### src/rtl/ncl_sync_sink_if.sv
// Channel between the last NCL ring stage, the word consumer and the synchronous sink.
interface ncl_sync_sink_if #(
    parameter int WORD_W = 8,
    parameter int CNT_W  = 16
);
    logic [1:0]        a;
    logic              a_comp;
    logic [WORD_W-1:0] word_out;
    logic              word_valid;
    logic              word_ready;
    logic [CNT_W-1:0]  wave_cnt;
    logic [CNT_W-1:0]  err_cnt;
    logic              err_flag;

    modport master (
        output a, word_ready,
        input  a_comp, word_out, word_valid, wave_cnt, err_cnt, err_flag
    );

    modport slave (
        input  a, word_ready,
        output a_comp, word_out, word_valid, wave_cnt, err_cnt, err_flag
    );
endinterface

### src/rtl/ncl_sync_sink.sv
// Synchronous sink for a dual-rail NCL ring: captures DATA wavefronts LSB first into words.
//   state  | meaning
//   S_REQD | a_comp=0, waiting for a DATA wavefront on the synchronized rails
//   S_REQN | a_comp=1, waiting for the NULL wavefront
module ncl_sync_sink #(
    parameter int WORD_W      = 8,
    parameter int SYNC_STAGES = 2,
    parameter int CNT_W       = 16
) (
    input  logic           clk,
    input  logic           init,
    ncl_sync_sink_if.slave bus
);
    localparam int IDX_W = $clog2(WORD_W);

    typedef enum logic {
        S_REQD = 1'b0,
        S_REQN = 1'b1
    } state_t;

    state_t            state_q, state_d;
    logic [1:0]        sync_q [SYNC_STAGES];
    logic [1:0]        s_prev_q;
    logic [IDX_W-1:0]  bit_idx_q, bit_idx_d;
    logic [WORD_W-1:0] asm_q, asm_d;
    logic [WORD_W-1:0] word_out_q, word_out_d;
    logic              word_valid_q, word_valid_d;
    logic [CNT_W-1:0]  wave_cnt_q, wave_cnt_d;
    logic [CNT_W-1:0]  err_cnt_q, err_cnt_d;
    logic              err_flag_q, err_flag_d;

    logic [1:0] s;
    logic       s_is_data;
    logic       last_bit;
    logic       permit;

    assign s         = sync_q[SYNC_STAGES-1];
    assign s_is_data = (s == 2'b01) || (s == 2'b10);
    assign last_bit  = (bit_idx_q == IDX_W'(WORD_W - 1));
    // Refusing the final bit keeps a_comp low, so the ring itself holds the DATA.
    assign permit    = !(last_bit && word_valid_q && !bus.word_ready);

    always_ff @(posedge clk) begin
        if (init) begin
            for (int i = 0; i < SYNC_STAGES; i++) sync_q[i] <= 2'b00;
            s_prev_q     <= 2'b00;
            state_q      <= S_REQD;
            bit_idx_q    <= '0;
            asm_q        <= '0;
            word_out_q   <= '0;
            word_valid_q <= 1'b0;
            wave_cnt_q   <= '0;
            err_cnt_q    <= '0;
            err_flag_q   <= 1'b0;
        end else begin
            sync_q[0] <= bus.a;
            for (int i = 1; i < SYNC_STAGES; i++) sync_q[i] <= sync_q[i-1];
            s_prev_q     <= s;
            state_q      <= state_d;
            bit_idx_q    <= bit_idx_d;
            asm_q        <= asm_d;
            word_out_q   <= word_out_d;
            word_valid_q <= word_valid_d;
            wave_cnt_q   <= wave_cnt_d;
            err_cnt_q    <= err_cnt_d;
            err_flag_q   <= err_flag_d;
        end
    end

    always_comb begin
        state_d      = state_q;
        bit_idx_d    = bit_idx_q;
        asm_d        = asm_q;
        word_out_d   = word_out_q;
        word_valid_d = word_valid_q;
        wave_cnt_d   = wave_cnt_q;
        err_cnt_d    = err_cnt_q;
        err_flag_d   = err_flag_q;

        if (word_valid_q && bus.word_ready) word_valid_d = 1'b0;

        case (state_q)
            S_REQD: begin
                if (s_is_data && permit) begin
                    asm_d[bit_idx_q] = s[1];
                    wave_cnt_d       = wave_cnt_q + CNT_W'(1);
                    state_d          = S_REQN;
                    if (last_bit) begin
                        word_out_d   = asm_d;
                        word_valid_d = 1'b1;
                        bit_idx_d    = '0;
                    end else begin
                        bit_idx_d = bit_idx_q + IDX_W'(1);
                    end
                end
            end
            S_REQN: begin
                if (s == 2'b00) state_d = S_REQD;
            end
            default: state_d = S_REQD;
        endcase

        if (s == 2'b11 && s_prev_q != 2'b11) begin
            err_flag_d = 1'b1;
            if (err_cnt_q != '1) err_cnt_d = err_cnt_q + CNT_W'(1);
        end
    end

    assign bus.a_comp     = (state_q == S_REQN);
    assign bus.word_out   = word_out_q;
    assign bus.word_valid = word_valid_q;
    assign bus.wave_cnt   = wave_cnt_q;
    assign bus.err_cnt    = err_cnt_q;
    assign bus.err_flag   = err_flag_q;
endmodule

### src/flat_wrapper.sv
// flat-port wrapper written by rule: the top's interface ports become plain ports
module ncl_sync_sink_flat 
#(
    parameter int WORD_W      = 8,
    parameter int SYNC_STAGES = 2,
    parameter int CNT_W       = 16
)
  (clk, init, bus_a, bus_word_ready, bus_a_comp, bus_word_out, bus_word_valid, bus_wave_cnt, bus_err_cnt, bus_err_flag);
  ncl_sync_sink_if #(.WORD_W(WORD_W), .CNT_W(CNT_W)) bus_i ();
  input  logic clk;
  input  logic init;
  input wire logic [$bits(bus_i.a)-1:0] bus_a;
  input wire logic [$bits(bus_i.word_ready)-1:0] bus_word_ready;
  output wire logic [$bits(bus_i.a_comp)-1:0] bus_a_comp;
  output wire logic [$bits(bus_i.word_out)-1:0] bus_word_out;
  output wire logic [$bits(bus_i.word_valid)-1:0] bus_word_valid;
  output wire logic [$bits(bus_i.wave_cnt)-1:0] bus_wave_cnt;
  output wire logic [$bits(bus_i.err_cnt)-1:0] bus_err_cnt;
  output wire logic [$bits(bus_i.err_flag)-1:0] bus_err_flag;
  assign bus_i.a = bus_a;
  assign bus_i.word_ready = bus_word_ready;
  assign bus_a_comp = bus_i.a_comp;
  assign bus_word_out = bus_i.word_out;
  assign bus_word_valid = bus_i.word_valid;
  assign bus_wave_cnt = bus_i.wave_cnt;
  assign bus_err_cnt = bus_i.err_cnt;
  assign bus_err_flag = bus_i.err_flag;
  ncl_sync_sink #(.WORD_W(WORD_W), .SYNC_STAGES(SYNC_STAGES), .CNT_W(CNT_W)) u_core (.clk(clk), .init(init), .bus(bus_i));
endmodule
### config.mk
export PLATFORM = sky130hd
export DESIGN_NAME = ncl_sync_sink_flat
export DESIGN_NICKNAME = d
export VERILOG_FILES = /design/src/rtl/ncl_sync_sink_if.sv /design/src/rtl/ncl_sync_sink.sv /design/src/flat_wrapper.sv
export SDC_FILE = /design/constraint.sdc
export NUM_CORES = 1
export LEC_CHECK = 0
export ABC_CLOCK_PERIOD_IN_PS = 4200
export CORE_MARGIN = 4
export CORE_UTILIZATION = 55
export CTS_CLUSTER_DIAMETER = 200
export CTS_CLUSTER_SIZE = 25
export DETAILED_ROUTE_END_ITERATION = 7
export PLACE_DENSITY = 0.9
export SLEW_MARGIN = 30
export SYNTH_ARGS = -nofsm -noshare
export SYNTH_HDL_FRONTEND = slang
export SYNTH_SLANG_ARGS = --single-unit
### constraint.sdc
create_clock -name clk -period 4.2 [get_ports clk]
set_input_delay 0.63 -clock clk [delete_from_list [all_inputs] [get_ports clk]]
set_output_delay 0.63 -clock clk [all_outputs]
set_load 0.02 [all_outputs]
Yosys cells after proc, flatten, opt, wreduce, memory -nomap -nowiden
Memories as Yosys holds them, arrays and structs flattened.
Cells that the tools add are included.
Operators by class
  reductions and logical operators: 13
  $add $sub $neg: 3
  bitwise operators: 3
  $lt $le $gt $ge: 2
  mux-type cells: 16
  equality and inequality tests: 6
Operators by type and width (count)
  $add A16 B1 Y16 const B: 2
  $ne A16 B16 Y1 const B: 1
  $mux W1: 10
  $bwmux W8: 1
  $logic_and A1 B1 Y1: 6
  $eq A2 B2 Y1 const B: 2
  $lt A3 B4 Y1 const B: 1
  $mux W2: 2
  $reduce_and A2 Y1: 2
  $add A3 B1 Y3 const B: 1
  $demux W1 S3: 1
  $eq A3 B3 Y1 const B: 1
  $ge A3 B1 Y1 const B: 1
  $mux W3: 1
  $reduce_and A3 Y1: 1
  $eq A2 B1 Y1 const B: 1
  $logic_not A1 Y1: 2
  $logic_not A2 Y1: 1
  $ne A2 B2 Y1 const B: 1
  $or A1 B1 Y1: 2
  $pmux W1 S2: 1
  $logic_or A1 B1 Y1: 1
  $not A1 Y1: 1
Word-level totals
  flip-flop bits (word level): 56
  output and inout port bits: 43
  input port bits: 5
  memories: 1
  memory bits (writable): 4
Memories
  u_core.sync_q: words 2, bits a word 2, rd ports 2, clocked after Yosys merged registers in 0, write ports 2, line ncl_sync_sink.sv:22  | logic [1:0] sync_q [SYNC_STAGES];

Logic depth before layout (Yosys ltp)
Gate-level depths: netlist of the first run.
  depth after elaboration: 7
  depth in mapped cells: 10

Worst setup path after synthesis of the first run
Ideal clock, no wire load.
  path type: register to register
  from: memory u_core.sync_q[1][1] (netlist: u_core.sync_q[0][3])
  to: register u_core.wave_cnt_q[14] (netlist: u_core.bus.wave_cnt[14])
  data required time: 4.130 ns
  setup time: 0.070 ns
  path slack: 1.887 ns
  period minus slack after synthesis: 2.313 ns
  path buffers: 3
  arrival time: 2.242 ns
  cell stages (with the launch flop): 10
  cell sequence: dfxtp_1 clkbuf_1 clkbuf_1 inv_1 ha_1 nor2b_1 buf_4 nand3_2 or4_1 a21oi_1
RTL lines
  start, declared: line ncl_sync_sink.sv:22
  end signal, assigned: line ncl_sync_sink.sv:64  | wave_cnt_q <= wave_cnt_d;
  end, declared: line ncl_sync_sink.sv:28  | logic [CNT_W-1:0] wave_cnt_q, wave_cnt_d;

==> flow_summary.rst, run 1 <==
.. list-table::
   :header-rows: 1

   * - Metric
     - Value
   * - Crit share post-route
     - 61.9%
   * - Root cell of the clock tree
     - sky130_fd_sc_hd__clkbuf_8
   * - Area occupied by multi-input gates
     - 1480 um2
   * - CP startpoint kind
     - flop
   * - Clock input transition at the sequential cells of the worst setup and hold paths
     - 70 ps
   * - Distinct cell type count after synthesis
     - 51
   * - Relative slew slack
     - 49.3%
   * - Total core area
     - 4820 um2
   * - Total clock buffers created by CTS
     - 9
   * - Number of search-and-repair iterations in the first detailed-routing pass
     - 4
   * - Vias in the first global route
     - 2325
   * - End point of the most critical hold path
     - u_core.sync_q[0][2]
   * - Die span in y
     - 79.3 um
   * - Pre-CTS worst setup slack
     - 1610 ps
   * - Largest fanout on the critical path
     - 18
   * - Antenna violation net count after detailed routing
     - 0
   * - Deepest clock path buffer count
     - 2
   * - List of cells traversed by the critical path
     - ha_1 -> a21boi_1 -> nand2_2 -> nor4_1 -> mux2_2
   * - Average via count per standard cell
     - 5.71
   * - F_max
     - 385 MHz
   * - Cell count after synthesis
     - 318
   * - Total routed wirelength
     - 6090 um
   * - Area grow syn2layout
     - 24.5%
   * - Setup Crit Path Kind
     - flop to flop
   * - Area of the die
     - 6290 um2
   * - Sequential share of the synthesized area
     - 43.0%
   * - Max stage delay cell, worst path
     - sky130_fd_sc_hd__dfxtp_1
   * - Final min period
     - 2600 ps
   * - Clk sink count
     - 60
   * - Leakage power
     - 1.16 nW
   * - FF+latch count, synth
     - 60
   * - Die X-Extent
     - 79.3 um
   * - Final-stage net count
     - 369
   * - Initial core utilization
     - 58.1%
   * - Post-detailed-placement half-perimeter wirelength
     - 4220 um
   * - Cell area after technology mapping
     - 2800 um2
   * - Total via count after detailed routing
     - 2455
   * - Pin count of the biggest net entering global routing
     - 66
   * - Setup Viol. Count Final
     - 0
   * - Status
     - finished clean
   * - Placed cell count
     - 414
   * - R2r worst-path depth
     - 5
   * - Final Worst Setup Slack
     - 1600 ps
   * - Largest voltage drop on the vdd net
     - 0.239 mV
   * - Register-to-register setup slack
     - 1600 ps
   * - Port Buffer Count
     - 47
   * - Launching point of the worst reg2reg path
     - u_core.sync_q[0][3]
   * - Register area
     - 1200 um2
   * - Startpoint of the tightest hold check path
     - u_core.sync_q[0][0]
   * - Fillcell total
     - 389
   * - Worst hold path depth
     - 1
   * - Clock latency on the worst-skew pair
     - 340 ps
   * - Sort of element at the end of the critical path
     - flop
   * - Most frequent cell after synthesis
     - sky130_fd_sc_hd__dfxtp_1
   * - List of most frequent post-synthesis cells
     - sky130_fd_sc_hd__dfxtp_1 (60), sky130_fd_sc_hd__nor2_1 (44), sky130_fd_sc_hd__a21oi_1 (23), sky130_fd_sc_hd__mux2i_1 (16), sky130_fd_sc_hd__nand3_1 (14)
   * - Number of hold buffers added after CTS
     - 0
   * - DR DRC count
     - 0
   * - Average detailed-routed wire length per instance
     - 14.2 um
   * - Count of endpoints failing hold in the final timing report
     - 0
   * - Maximum level of the CTS H-tree
     - 3
   * - Yosys synthesis warning count
     - 0
   * - RSZ-0062 raised after global routing
     - false
   * - Number of placed I/O pins
     - 48
   * - Area share of the leading cell type in the synthesized netlist
     - 43.0%
   * - Final Non-Filler Cells
     - 430
   * - Crit path largest cell delay
     - 660 ps
   * - Iteration-0 DRC Markers
     - 136
   * - Slew of the pin with the lowest slew margin
     - 758 ps
   * - Avg Inst Size Synth
     - 8.79 um2
   * - Overall routing resource usage
     - 21.1%
   * - Number of synthesized flops with an enable pin
     - 0
   * - Max-capacitance violation count
     - 0
   * - Most area-consuming cells after synthesis
     - sky130_fd_sc_hd__dfxtp_1 (43%), sky130_fd_sc_hd__nor2_1 (5.9%), sky130_fd_sc_hd__mux2i_1 (5.7%)
   * - Leading register cell type out of synthesis
     - sky130_fd_sc_hd__dfxtp_1
   * - Diodes inserted
     - 0
   * - Number of antenna violations at the first check in global routing
     - 0
   * - Number of placement rows
     - 25
   * - Synth area leader
     - sky130_fd_sc_hd__dfxtp_1
   * - Total power
     - 1.19 mW
   * - Data arrival time of the worst path
     - 2830 ps
   * - Req. time, crit path
     - 4430 ps
   * - Worst clock skew
     - 3.45 ps
   * - Ratio of total power to cell area
     - 342 nW/um2
   * - Wire length of the first global-routing pass
     - 10400 um
   * - Fraction of layout instances using a drive strength above 1
     - 8.54%
   * - Post-cts resize count
     - 0
   * - Post-CTS Setup Bufs
     - 0
   * - Worst R2R End
     - u_core.bus.err_cnt[11]
   * - Gr ovfl total
     - 0
   * - Placer's final routability congestion estimate
     - 0.827
   * - Async set-reset flop share out of synthesis
     - 0%
   * - Final total negative setup slack
     - 0 ps
   * - Number of slew-limit violations in the final report
     - 0
   * - Clock tree from TritonCTS
     - yes
   * - Type of the most critical hold path
     - flop to flop
   * - Net count after synthesis
     - 329
==> state kept, by name (all words and copies together) (netlist names) <==
name,count
u_core.bus.word_out,8
u_core.bus.a_comp,1
u_core.bus.word_valid,1
u_core.sync_q,4
u_core.asm_q,8
u_core.bus.wave_cnt,16
u_core.bus.err_cnt,16
u_core.bit_idx_q,3
u_core.s_prev_q,2
u_core.bus.err_flag,1
==> cell usage in the layout, fill, tap and decap left out, types with 2 or more instances in the layout <==
cell type | synthesis | final
sky130_fd_sc_hd__inv_1 | 8 | 8
sky130_fd_sc_hd__nor4_1 | 7 | 7
sky130_fd_sc_hd__nand4_1 | 10 | 10
sky130_fd_sc_hd__nand2b_1 | 9 | 9
sky130_fd_sc_hd__ha_1 | 6 | 6
sky130_fd_sc_hd__mux2i_1 | 16 | 16
sky130_fd_sc_hd__nand3_1 | 14 | 14
sky130_fd_sc_hd__or3_1 | 4 | 4
sky130_fd_sc_hd__nor3_1 | 7 | 7
sky130_fd_sc_hd__a211oi_1 | 7 | 7
sky130_fd_sc_hd__nor2b_1 | 9 | 8
sky130_fd_sc_hd__o31ai_1 | 10 | 10
sky130_fd_sc_hd__nor2_1 | 44 | 44
sky130_fd_sc_hd__xor2_1 | 6 | 6
sky130_fd_sc_hd__a311oi_1 | 2 | 2
sky130_fd_sc_hd__or4_1 | 10 | 10
sky130_fd_sc_hd__a21boi_1 | 2 | 2
sky130_fd_sc_hd__mux2_2 | 2 | 2
sky130_fd_sc_hd__o21ai_0 | 4 | 4
sky130_fd_sc_hd__a21oi_1 | 23 | 23
sky130_fd_sc_hd__clkbuf_8 | 0 | 9
sky130_fd_sc_hd__and3_1 | 2 | 2
sky130_fd_sc_hd__dfxtp_1 | 60 | 60
sky130_fd_sc_hd__bufinv_16 | 0 | 2
sky130_fd_sc_hd__clkinv_2 | 0 | 3
sky130_fd_sc_hd__clkdlybuf4s50_1 | 0 | 46
sky130_fd_sc_hd__nand3b_1 | 2 | 2
sky130_fd_sc_hd__and4_1 | 2 | 2
sky130_fd_sc_hd__a31oi_1 | 2 | 2
sky130_fd_sc_hd__nand2_1 | 12 | 12
==> logic make-up (layout without fill, tap and decap cells) <==
family                     count (synthesis)  count (layout)  synth area share [%]
adders and majority gates                  6               6                  2.68
muxes                                     19              19                  6.93
and+or+nand+nor                          145             145                  28.6
DFF                                       60              60                  43.0
xor gates and xnor gates                   7               7                  2.19
buffers and inverters                     26              71                  4.12
AOI/OAI and AO/OA                         55              55                  12.5
==> layout make-up <==
class,instances,share of cell area (%)
Multi-Input combinational cell,232,42.6
Sequential cell,60,34.5
Timing Repair Buffer,47,13.4
Clock buffer,9,3.56
Clock inverter,7,2.62
Tap cell,67,2.41
Inverter,8,0.863
==> per-layer routing <==
layer,share of wire (%),wire length (um),vias up,global-route usage [%]
li1,-,-,1234,-
met4,1.7,106,0,9.28
met5,0,0,-,0
met2,52,3150,49,36.6
met3,4.1,247,11,6.35
met1,42,2590,1161,23.8
==> how the worst max path moves through the flow <==
stage,end,depth (start not counted),from
CTS,u_core.bus.err_cnt[11],5,u_core.sync_q[0][3]
global route,u_core.bus.err_cnt[11],5,u_core.sync_q[0][3]
global placement,u_core.bus.err_cnt[11],5,u_core.sync_q[0][3]
finish,u_core.bus.err_cnt[11],5,u_core.sync_q[0][3]
detailed placement,u_core.bus.err_cnt[11],5,u_core.sync_q[0][3]
floorplan,u_core.bus.wave_cnt[14],9,u_core.sync_q[0][3]
==> critical path: cells and delay by family, from the launching register on <==
| kind | cells | cell delay, ps |
|---|---|---|
| DFF | 1 | 660 |
| muxes | 1 | 360 |
| AOI/OAI and AO/OA | 1 | 630 |
| adders and majority gates | 1 | 230 |
| and+or+nand+nor | 2 | 610 |
==> stage by stage <==
step | instance area [um2] | util (%) | hold slack, ps
3_5_place_dp | 3260 | 67.7 | 440
5_1_grt | 3480 | 72.3 | 467
4_1_cts | 3480 | 72.2 | 450
6_report | 3480 | 72.3 | 449
2_1_floorplan | 2800 | - | 414
3_3_place_gp | 3260 | 67.7 | 418
==> power breakdown <==
part,switching [mW],internal [mW]
combinational,0.0289,0.0185
sequential,0.00817,0.575
clock,0.227,0.331
Note: power is estimated with default switching activity, not from simulation.
==> run 2, diff against run 1 <==
--- a/config.mk
+++ b/config.mk
@@ -5,13 +5,13 @@
 export SDC_FILE = /design/constraint.sdc
 export NUM_CORES = 1
 export LEC_CHECK = 0
-export ABC_CLOCK_PERIOD_IN_PS = 4200
+export ABC_CLOCK_PERIOD_IN_PS = 2100
 export CORE_MARGIN = 4
-export CORE_UTILIZATION = 55
+export CORE_UTILIZATION = 47
 export CTS_CLUSTER_DIAMETER = 200
 export CTS_CLUSTER_SIZE = 25
 export DETAILED_ROUTE_END_ITERATION = 7
-export PLACE_DENSITY = 0.9
+export PLACE_DENSITY = 0.83
 export SLEW_MARGIN = 30
 export SYNTH_ARGS = -nofsm -noshare
 export SYNTH_HDL_FRONTEND = slang
==> constraint.sdc (replaced) <==
create_clock -name clk -period 2.1 [get_ports clk]
set_input_delay 0.315 -clock clk [delete_from_list [all_inputs] [get_ports clk]]
set_output_delay 0.315 -clock clk [all_outputs]
set_load 0.02 [all_outputs]
==> run 2 against run 1 <==
  * Sequential power increased by 99%
  * Utilization decreased by 9.6 points
  * Clock power increased by 73%
  * Die area increased by 15%
  * Cell area increased by 1.5%
  * Register-to-register slack got worse by 1400 ps
  * Clock skew increased by 3.7 ps
  * Hold slack got worse by 2.3 ps
  * First-iteration DRC count increased by 63%
  * Non-clock buffer count increased by 9
  * Count of clock-buffer cells in the layout increased by 5
  * Worst setup slack got worse by 1400 ps
  * Critical path type unchanged
==> flow_summary.rst, run 2 (synthesized netlist as in run 1, its figures left out) <==
.. list-table::
   :header-rows: 1

   * - Metric
     - Value
   * - Max-capacitance violation count
     - 0 (unchanged)
   * - Register-to-register setup slack
     - 190 ps (-1420 ps)
   * - Crit path largest cell delay
     - 510 ps (-150 ps)
   * - Area occupied by multi-input gates
     - 1480 um2 (-0.17%)
   * - Total clock buffers created by CTS
     - 9 (unchanged)
   * - Largest voltage drop on the vdd net
     - 0.425 mV (+78%)
   * - Most common cell after layout, fill and taps aside
     - sky130_fd_sc_hd__dfxtp_1
   * - Number of placed I/O pins
     - 48 (unchanged)
   * - Die X-Extent
     - 85.1 um (+7.4%)
   * - Post-cts resize count
     - 0 (unchanged)
   * - Crit share post-route
     - 91.1% (+29 points)
   * - Critical path's top delay family
     - simple AND/OR/NAND/NOR gates
   * - Gr ovfl total
     - 0 (unchanged)
   * - Setup Crit Path Kind
     - flop to flop
   * - Worst R2R End
     - u_core.bus.wave_cnt[15]
   * - RSZ-0062 raised after global routing
     - false
   * - Final Non-Filler Cells
     - 443 (+3.0%)
   * - Slew of the pin with the lowest slew margin
     - 556 ps (-203 ps)
   * - Critical path buffer and inverter count
     - 1 (+1)
   * - Count of endpoints failing hold in the final timing report
     - 0 (unchanged)
   * - Vias in the first global route
     - 2231 (-4.0%)
   * - DR DRC count
     - 0 (unchanged)
   * - Status
     - finished clean
   * - Final design area excluding fillers
     - 3530 um2 (+1.5%)
   * - Type of the most critical hold path
     - input pin to flop
   * - Hold Worst Slack
     - 447 ps (-2.27 ps)
   * - Register area
     - 1200 um2 (unchanged)
   * - Leading cell types in the layout, fill and taps excluded
     - sky130_fd_sc_hd__dfxtp_1 (60), sky130_fd_sc_hd__clkdlybuf4s50_1 (46), sky130_fd_sc_hd__nor2_1 (44)
   * - Average detailed-routed wire length per instance
     - 14.0 um (-1.3%)
   * - Initial core utilization
     - 49.6% (-8.5 points)
   * - Data arrival time of the worst path
     - 2170 ps (-660 ps)
   * - Fillcell total
     - 479 (+23%)
   * - Placed cell count
     - 428 (+3.4%)
   * - Maximum level of the CTS H-tree
     - 3 (unchanged)
   * - Diodes inserted
     - 0 (unchanged)
   * - Req. time, crit path
     - 2360 ps (-2070 ps)
   * - Iteration-0 DRC Markers
     - 221 (+63%)
   * - Post-CTS Setup Bufs
     - 0 (unchanged)
   * - Deepest clock path buffer count
     - 2 (unchanged)
   * - Wire length of the first global-routing pass
     - 10300 um (-1.5%)
   * - Port Buffer Count
     - 47 (unchanged)
   * - CP startpoint kind
     - flop
   * - Number of slew-limit violations in the final report
     - 0 (unchanged)
   * - Pre-CTS worst setup slack
     - 194 ps (-1420 ps)
   * - R2r worst-path depth
     - 6 (+1)
   * - Area grow syn2layout
     - 26.4%
   * - Largest fanout on the critical path
     - 8 (-10)
   * - Area of the die
     - 7250 um2 (+15%)
   * - Clock latency on the worst-skew pair
     - 330 ps (about the same)
   * - Relative slew slack
     - 63.0% (+14 points)
   * - Pin count of the biggest net entering global routing
     - 37 (-44%)
   * - Number of antenna violations at the first check in global routing
     - 0 (unchanged)
   * - Number of search-and-repair iterations in the first detailed-routing pass
     - 4 (unchanged)
   * - Clock tree from TritonCTS
     - yes
   * - F_max
     - 523 MHz (+36%)
   * - Total routed wirelength
     - 6200 um (+1.7%)
   * - Final Worst Setup Slack
     - 186 ps (-1420 ps)
   * - Launching point of the worst reg2reg path
     - u_core.sync_q[0][3]
   * - Antenna violation net count after detailed routing
     - 0 (unchanged)
   * - Final total negative setup slack
     - 0 ps (unchanged)
   * - Total core area
     - 5640 um2 (+17%)
   * - Max stage delay cell, worst path
     - sky130_fd_sc_hd__or4_1
   * - Total via count after detailed routing
     - 2470 (+0.61%)
   * - End point of the most critical hold path
     - u_core.bus.err_flag
   * - Startpoint of the tightest hold check path
     - init
   * - Root cell of the clock tree
     - sky130_fd_sc_hd__clkbuf_8
   * - Number of placement rows
     - 27 (+8.0%)
   * - Leakage power
     - 1.20 nW (+3.3%)
   * - Worst clock skew
     - 7.11 ps (+3.66 ps)
   * - Sort of element at the end of the critical path
     - flop
   * - Number of hold buffers added after CTS
     - 0 (unchanged)
   * - Die span in y
     - 85.1 um (+7.4%)
   * - Placer's final routability congestion estimate
     - 0.846 (+2.3%)
   * - Final-stage net count
     - 378 (+2.4%)
   * - Worst hold path depth
     - 2 (+1)
   * - Final min period
     - 1910 ps (-684 ps)
   * - Post-detailed-placement half-perimeter wirelength
     - 4410 um (+4.5%)
   * - List of cells traversed by the critical path
     - inv_1 -> ha_1 -> and4b_1 -> nand2_1 -> or4_1 -> a21oi_1
   * - Fraction of layout instances using a drive strength above 1
     - 9.97% (+1.4 points)
   * - Overall routing resource usage
     - 17.4% (-3.7 points)
   * - Core utilization of the finished layout
     - 62.7% (-9.6 points)
   * - Setup Viol. Count Final
     - 0 (unchanged)
   * - Total power
     - 2.24 mW (+88%)
   * - Average via count per standard cell
     - 5.58 (-2.3%)
   * - Clock input transition at the sequential cells of the worst setup and hold paths
     - 70 ps (about the same)
   * - Ratio of total power to cell area
     - 633 nW/um2 (+85%)
   * - Cell area after placement
     - 3350 um2 (+2.6%)
   * - Clk sink count
     - 60 (unchanged)
run 2: cell types whose count changed in the layout (fill, tap and decap cells not counted):
cell	previous run	this run
sky130_fd_sc_hd__clkinv_2	3	1
sky130_fd_sc_hd__buf_4	1	8
sky130_fd_sc_hd__nor2b_1	8	9
sky130_fd_sc_hd__clkinvlp_4	1	0
sky130_fd_sc_hd__clkbuf_8	9	13
sky130_fd_sc_hd__clkinv_4	1	0
sky130_fd_sc_hd__buf_2	0	1
sky130_fd_sc_hd__nor2b_2	1	0
sky130_fd_sc_hd__bufinv_16	2	0
sky130_fd_sc_hd__clkbuf_1	0	1
sky130_fd_sc_hd__buf_12	0	1
run 2: metal layers:
layer | share of wire [%] | wire, um | GRT usage, % | up-vias
li1 | - | - | - | 1254
met1 | 48 | 2980 | 23.2 | 1145
met2 | 46 | 2850 | 26.3 | 58
met3 | 3.8 | 238 | 4.37 | 13
met4 | 2.1 | 129 | 8.20 | 0
met5 | 0 | 0 | 0 | -
run 2: area by class of cell:
cell class / count / area share [%]
inverter: 8 / 0.850
tap: 72 / 2.55
clock buffer: 14 / 5.17
sequential: 60 / 34.0
multi-input combinational: 232 / 41.9
timing repair buffer: 56 / 15.4
clock inverter: 1 / 0.142
run 2: worst max-delay path by stage:
stage / to / cells past startpoint / slack, ps / from
6_report: u_core.bus.wave_cnt[15] / 6 / 190 / u_core.sync_q[0][3]
3_5_place_dp: u_core.bus.wave_cnt[14] / 5 / 190 / bus_word_ready
2_1_floorplan: u_core.bus.wave_cnt[14] / 9 / 10 / u_core.sync_q[0][3]
5_1_grt: u_core.bus.err_cnt[11] / 5 / 30 / u_core.sync_q[0][3]
4_1_cts: u_core.bus.err_cnt[11] / 5 / 180 / u_core.sync_q[0][3]
3_3_place_gp: u_core.bus.wave_cnt[14] / 5 / 230 / bus_word_ready
run 2: power by group:
part	internal (mW)	switching (mW)	total, mW
registers	1.15	0.0106	1.16
logic	0.0454	0.0649	0.110
clock network	0.549	0.418	0.968
total	1.75	0.494	2.24
